===== config.mk =====
export PLATFORM = sky130hd
export DESIGN_NAME = harris_window_sched
export DESIGN_NICKNAME = d
export VERILOG_FILES = /design/src/rtl/harris_window_sched.sv
export SDC_FILE = /design/constraint.sdc
export NUM_CORES = 1
export LEC_CHECK = 0
export ABC_CLOCK_PERIOD_IN_PS = 5000
export BUFFER_PORTS_ARGS = -buffer_cell sky130_fd_sc_hd__buf_2
export CAP_MARGIN = 15
export CORE_AREA = 2 2 333 335
export CTS_BUF_LIST = sky130_fd_sc_hd__clkbuf_8 sky130_fd_sc_hd__clkbuf_16
export CTS_CLUSTER_DIAMETER = 40
export DETAILED_ROUTE_END_ITERATION = 6
export DIE_AREA = 0 0 335 337
export PLACE_DENSITY_LB_ADDON = 0.12
export SLEW_MARGIN = 20
export SYNTH_ARGS = -nofsm -noshare
export SYNTH_HDL_FRONTEND = slang
export SYNTH_SLANG_ARGS = --single-unit
export TNS_END_PERCENT = 100

===== constraint.sdc =====
create_clock -name clk -period 5 [get_ports clk]
set_input_delay 0.5 -clock clk [delete_from_list [all_inputs] [get_ports clk]]
set_output_delay 0.5 -clock clk [all_outputs]
set_load 0.02 [all_outputs]

===== src/rtl/harris_window_sched.sv =====
// rtl/harris_window_sched.sv - 6x6 window fetch / Sobel tile sequencer for the Harris pipeline.
// Optional HARRIS_SCHED_REUSE_EN: reuse columns 4..5 on horizontal steps (24 reads instead of 36).
module harris_window_sched #(
  parameter int IMG_W  = 18,
  parameter int IMG_H  = 18,
  parameter int ADDR_W = 9,
  parameter int SETTLE = 1
) (
  input  logic              clk,
  input  logic              rst,
  input  logic              start,
  output logic              mem_rd_en,
  output logic [ADDR_W-1:0] mem_addr,
  input  logic [7:0]        mem_rd_data,
  output logic [287:0]      win_flat,
  input  logic [127:0]      grad_gx_flat,
  input  logic [127:0]      grad_gy_flat,
  output logic [127:0]      tile_gx,
  output logic [127:0]      tile_gy,
  output logic [15:0]       tile_x,
  output logic [15:0]       tile_y,
  output logic              out_valid,
  input  logic              out_ready,
  output logic              busy,
  output logic              done
);

  typedef enum logic [2:0] {S_IDLE, S_FETCH, S_SETTLE, S_OUT, S_DONE} state_t;

  localparam logic [15:0] X_LAST = 16'(IMG_W - 6);
  localparam logic [15:0] Y_LAST = 16'(IMG_H - 6);
`ifdef HARRIS_SCHED_REUSE_EN
  localparam logic [2:0] STEP_COL0 = 3'd2;
`else
  localparam logic [2:0] STEP_COL0 = 3'd0;
`endif

  state_t      state;
  logic [15:0] ox, oy;
  logic [2:0]  rd_r, rd_c, cap_r, cap_c, col0;
  logic        cap_pend;
  logic [15:0] scnt;

  logic        row_end, last_tile, rd_last;
  logic [15:0] nox, noy;
  logic [2:0]  nr, nc, next_col0;

  function automatic logic [ADDR_W-1:0] pix_addr(input logic [15:0] x, input logic [15:0] y,
                                                 input logic [2:0] r, input logic [2:0] c);
    return ADDR_W'((32'(y) + 32'(r)) * 32'(IMG_W) + 32'(x) + 32'(c));
  endfunction

  always_comb begin
    row_end   = (ox == X_LAST);
    last_tile = row_end && (oy == Y_LAST);
    nox       = row_end ? 16'd0 : ox + 16'd4;
    noy       = row_end ? oy + 16'd4 : oy;
    next_col0 = row_end ? 3'd0 : STEP_COL0;
    rd_last   = (rd_r == 3'd5) && (rd_c == 3'd5);
    nr        = (rd_c == 3'd5) ? rd_r + 3'd1 : rd_r;
    nc        = (rd_c == 3'd5) ? col0 : rd_c + 3'd1;
  end

  always_ff @(posedge clk) begin
    if (rst) begin
      state     <= S_IDLE;
      ox        <= '0;
      oy        <= '0;
      rd_r      <= '0;
      rd_c      <= '0;
      cap_r     <= '0;
      cap_c     <= '0;
      col0      <= '0;
      cap_pend  <= 1'b0;
      scnt      <= '0;
      mem_rd_en <= 1'b0;
      mem_addr  <= '0;
      win_flat  <= '0;
      tile_gx   <= '0;
      tile_gy   <= '0;
      tile_x    <= '0;
      tile_y    <= '0;
      out_valid <= 1'b0;
      busy      <= 1'b0;
      done      <= 1'b0;
    end else begin
      case (state)
        S_IDLE: begin
          if (start) begin
            ox        <= '0;
            oy        <= '0;
            col0      <= '0;
            rd_r      <= '0;
            rd_c      <= '0;
            mem_rd_en <= 1'b1;
            mem_addr  <= pix_addr(16'd0, 16'd0, 3'd0, 3'd0);
            busy      <= 1'b1;
            state     <= S_FETCH;
          end
        end
        S_FETCH: begin
          // Issue and capture pipelines run in parallel; the capture side owns the exit.
          cap_pend <= mem_rd_en;
          if (mem_rd_en) begin
            cap_r <= rd_r;
            cap_c <= rd_c;
            if (rd_last) begin
              mem_rd_en <= 1'b0;
            end else begin
              rd_r     <= nr;
              rd_c     <= nc;
              mem_addr <= pix_addr(ox, oy, nr, nc);
            end
          end
          if (cap_pend) begin
            win_flat[(int'(cap_r) * 6 + int'(cap_c)) * 8 +: 8] <= mem_rd_data;
            if (cap_r == 3'd5 && cap_c == 3'd5) begin
              scnt  <= '0;
              state <= S_SETTLE;
            end
          end
        end
        S_SETTLE: begin
          if (scnt == 16'(SETTLE - 1)) begin
            tile_gx   <= grad_gx_flat;
            tile_gy   <= grad_gy_flat;
            tile_x    <= ox;
            tile_y    <= oy;
            out_valid <= 1'b1;
            state     <= S_OUT;
          end else begin
            scnt <= scnt + 16'd1;
          end
        end
        S_OUT: begin
          if (out_ready) begin
            out_valid <= 1'b0;
            if (last_tile) begin
              done  <= 1'b1;
              state <= S_DONE;
            end else begin
              ox        <= nox;
              oy        <= noy;
              col0      <= next_col0;
              rd_r      <= 3'd0;
              rd_c      <= next_col0;
              mem_rd_en <= 1'b1;
              mem_addr  <= pix_addr(nox, noy, 3'd0, next_col0);
              state     <= S_FETCH;
`ifdef HARRIS_SCHED_REUSE_EN
              if (!row_end) begin
                for (int r = 0; r < 6; r++) begin
                  win_flat[(r * 6) * 8 +: 8]     <= win_flat[(r * 6 + 4) * 8 +: 8];
                  win_flat[(r * 6 + 1) * 8 +: 8] <= win_flat[(r * 6 + 5) * 8 +: 8];
                end
              end
`endif
            end
          end
        end
        S_DONE: begin
          done  <= 1'b0;
          busy  <= 1'b0;
          state <= S_IDLE;
        end
        default: state <= S_IDLE;
      endcase
    end
  end

endmodule


==> flow_summary_export.csv <==
group,metric,value,unit
global_routing,grt-ovfl-total,0,
setup_path,critical-path-slowest-cell,"fa_1",
sta,finalHoldViolations,0,
layout,nNetsFinal,4584,
synthesis,ys_seq_area_share,47.65,%
layout,seq_area,0.01299,mm^2
cts,clkSlewWorstSetupHoldPaths,0.05,ns
routing,vias_per_cell,4.618,
synthesis,synth_cell_type_count,79,
setup_path,cp_top_family,"simple AND/OR/NAND/NOR gates",
setup_path,reg2reg_from,"cap_r[1]$_SDFFE_PP0P_",
layout,multi_input_area,0.01328,mm^2
routing,wl,120.5,mm
layout,layout_common_cells,"853 x buf_2, 740 x nand2_1, 649 x dfxtp_1",
routing,drt_iter0_markers,1585,
placed_design,hpwl,87.49,mm
sta,worst_slew_pin_slew,0.9570,ns
power_and_ir_drop,power,15.12,mW
synthesis,yosysWarnings,0,
setup_path,max_stage_delay,0.48,ns
layout,nFillCells,11520,
floorplan,row_count,122,
floorplan,die_y,337,um
floorplan,dieArea,0.1129,mm^2
power_and_ir_drop,peakVddDrop,0.2439,mV
layout,final_util,36.45,%
run_status,run_status,"finished clean",
hold_path,hold_path_end,"tile_gx[119]$_SDFFE_PP0P_",
synthesis,synth-edff-count,0,
synthesis,syn_avg_cell_area,8.475,um^2
cts,cts_htree_levels,4,
synthesis,synth_area,0.02726,mm^2
sta,min_period,4.616,ns
global_routing,grt_max_degree,168,
sta,clock_skew,0.03984,ns
setup_path,crit_buf_inv,2,
routing,route.detailed.drc,0,
floorplan,initial_core_util,24.88,%
setup_path,crit_chain,"inv_1, ha_1, inv_1, fa_1, xor2_2, nand3_2, nor3_1, ha_1, nand2_1, or3_1, nor4_1, a21o_2, nand2_1, mux2_2",
layout,syn_to_final_growth,46.54,%
sta,whs,0.05304,ns
floorplan,coreArea,0.1096,mm^2
layout,layout_commonest_cell,"buf_2",
sta,slew_violations,0,
routing,firstDrtPassIters,5,
cts,cts_sinks,649,
global_routing,grt_util_all_layers,20.15,%
sta,setup_viol,0,
sta,slew-limit-headroom,35.96,%
setup_path,cp_max_fo,12,
setup_path,arrival,5.21,ns
setup_path,setup.worst_path.start_class,"register",
synthesis,synth-main-ff-cell,"dfxtp_1",
global_routing,antenna_found_initial,2,
setup_path,end_kind,"register",
routing,ant_nets,0,
setup_path,reg2reg_slack,0.38,ns
cts,tritoncts,"done",
hold_path,min-delay-start,"grad_gx_flat[119]",
cts,clockBufferDepth,3,
layout,drive_gt1_share,28.12,%
sta,min_period_over_period,92.31,%
setup_path,r2r_end,"win_flat[115]$_SDFFE_PP0P_",
routing,dr_total_vias,26760,
global_routing,grt_pass1_wl,172.5,mm
cts,clk_latency,0.73,ns
placed_design,portBuffers,854,
setup_path,critPathKind,"register to register",
synthesis,synthCells,3217,
synthesis,synth-async-reset-ratio,0,%
hold_path,min_path_cells,3,
setup_path,cp.required,5.59,ns
routing,wire_per_inst,20.80,um
global_routing,grt_pass1_vias,25760,
run,cap_violations,0,
hold_path,hp-class,"input pin to register",
power_and_ir_drop,p_leak,16.94,nW
placed_design,gp_congestion,0.8132,
setup_path,r2r_cells,14,
floorplan,die_w,335,um
floorplan,num_io_pins,857,
synthesis,yosys_register_bits,649,
sta,fmax,0.2167,GHz
cts,numCtsBuffers,133,
power_and_ir_drop,powerDensity,378.5,mW/mm^2
cts,root_buffer,"clkbuf_16",
## repair_timing
| item | 4_1_cts | 5_1_grt |
|---|---|---|
| resized for setup | 0 | 7 |
| hold buffers | 221 | 0 |
| setup endpoints to repair | 0 | 76 |
| endpoints found under the hold margin | 221 | 0 |
| setup buffers | 0 | 1 |
## layer usage
| metal | wire, um | track usage [%] |
|---|---|---|
| met1 | 54120 | 26.48 |
| met2 | 56170 | 32.25 |
| met3 | 7521 | 5.280 |
| met4 | 2727 | 6.125 |
| met5 | 0 | 0 |
## cell type report
cell class	instances	share of cell area, %
tap	1426	4.466
clock inverter	81	2.317
clock buffer	160	9.402
sequential	649	32.52
antenna	2	0.01253
timing repair buffer	1145	17.79
multi-input combinational	2306	33.24
inverter	26	0.2443
## through the flow
stage	setup TNS, ns	instance area (um^2)	std cells	setup WS [ns]
after CTS	0	39910	5792	0.02182
after global routing	-0.0009965	39950	5794	-0.0009965
final	0	39950	5795	0.3843
after global placement	0	33010	5330	0.1194
after detailed placement	0	33010	5330	0.05546
after floorplan	0	27290	3223	0.8872
## cell usage after synthesis (all sizes together) (14+ instances only)
library cell  instances  share of area, %
nand2b              143               3.3
mux2i               143               5.3
inv                  26              0.36
dfxtp               649                48
o21ai               112               2.1
buf                  41              0.85
clkbuf              201               2.8
or3                  29              0.67
nand3                96               1.8
nor4                 18              0.51
nor2                108               1.6
nor3                 54               1.2
mux2                 15              0.62
nor2b                24              0.55
and3                 14              0.32
a21oi               410               7.5
nand3b               87               2.4
xor2                 24              0.80
ha                   48               2.2
nand2               741                10
xnor2                39               1.3
a21o                 14              0.39
nand4                39              0.89
o31ai                27              0.76
## worst max path at each step
| stage | depth (start not counted) | slack (ns) | endpoint | start |
|---|---|---|---|---|
| finish | 14 | 0.38 | win_flat[115]$_SDFFE_PP0P_ | cap_r[1]$_SDFFE_PP0P_ |
| global route | 13 | -0.001 | win_flat[112]$_SDFFE_PP0P_ | cap_r[0]$_SDFFE_PP0P_ |
| CTS | 14 | 0.02 | win_flat[66]$_SDFFE_PP0P_ | cap_r[1]$_SDFFE_PP0P_ |
| detailed placement | 14 | 0.06 | win_flat[66]$_SDFFE_PP0P_ | cap_r[1]$_SDFFE_PP0P_ |
| global placement | 14 | 0.12 | win_flat[70]$_SDFFE_PP0P_ | cap_r[1]$_SDFFE_PP0P_ |
| floorplan | 18 | 0.89 | win_flat[21]$_SDFFE_PP0P_ | cap_r[1]$_SDFFE_PP0P_ |
## cells by family (layout without fill, tap and decap cells)
logic type,count (synthesis),count (layout),synth area share (%)
DFF,649,649,47.65
other,1,9,0.01375
muxes,158,158,5.870
buffers and inverters,268,1412,3.988
xor gates and xnor gates,63,63,2.106
adders and majority gates,55,55,2.717
and+or+nand+nor,1409,1409,24.91
AOI/OAI and AO/OA,614,614,12.74
## worst register-to-register path: cells and delay by family (launching register included)
family | cells | cell delay (ns)
AO/OA/AOI/OAI | 1 | 0.38
XOR/XNOR | 1 | 0.48
adder cells (fa/ha/maj) | 3 | 0.95
buffers and inverters | 2 | 0.17
flip-flops | 1 | 0.38
multiplexers | 1 | 0.38
AND/OR/NAND/NOR | 6 | 1.76
## registers in the layout (all words and copies together), names as in the netlist
name and cells:
done 1, cap_r 3, ox 16, cap_c 3
out_valid 1, rd_c 3, win_flat 288, oy 14
tile_gx 128, mem_addr 9, tile_y 14, tile_gy 128
rd_r 3, mem_rd_en 1, scnt 16, busy 1
state 3, cap_pend 1, tile_x 16
## report_power, final
group | leakage, nW | switching, mW | internal, mW | total [mW]
clock | 2.37 | 3.05 | 6.20 | 9.25
combinational | 9.34 | 0.383 | 0.286 | 0.669
sequential | 5.23 | 0.0134 | 5.19 | 5.21
No activity file was read; power rests on OpenSTA's default activity.
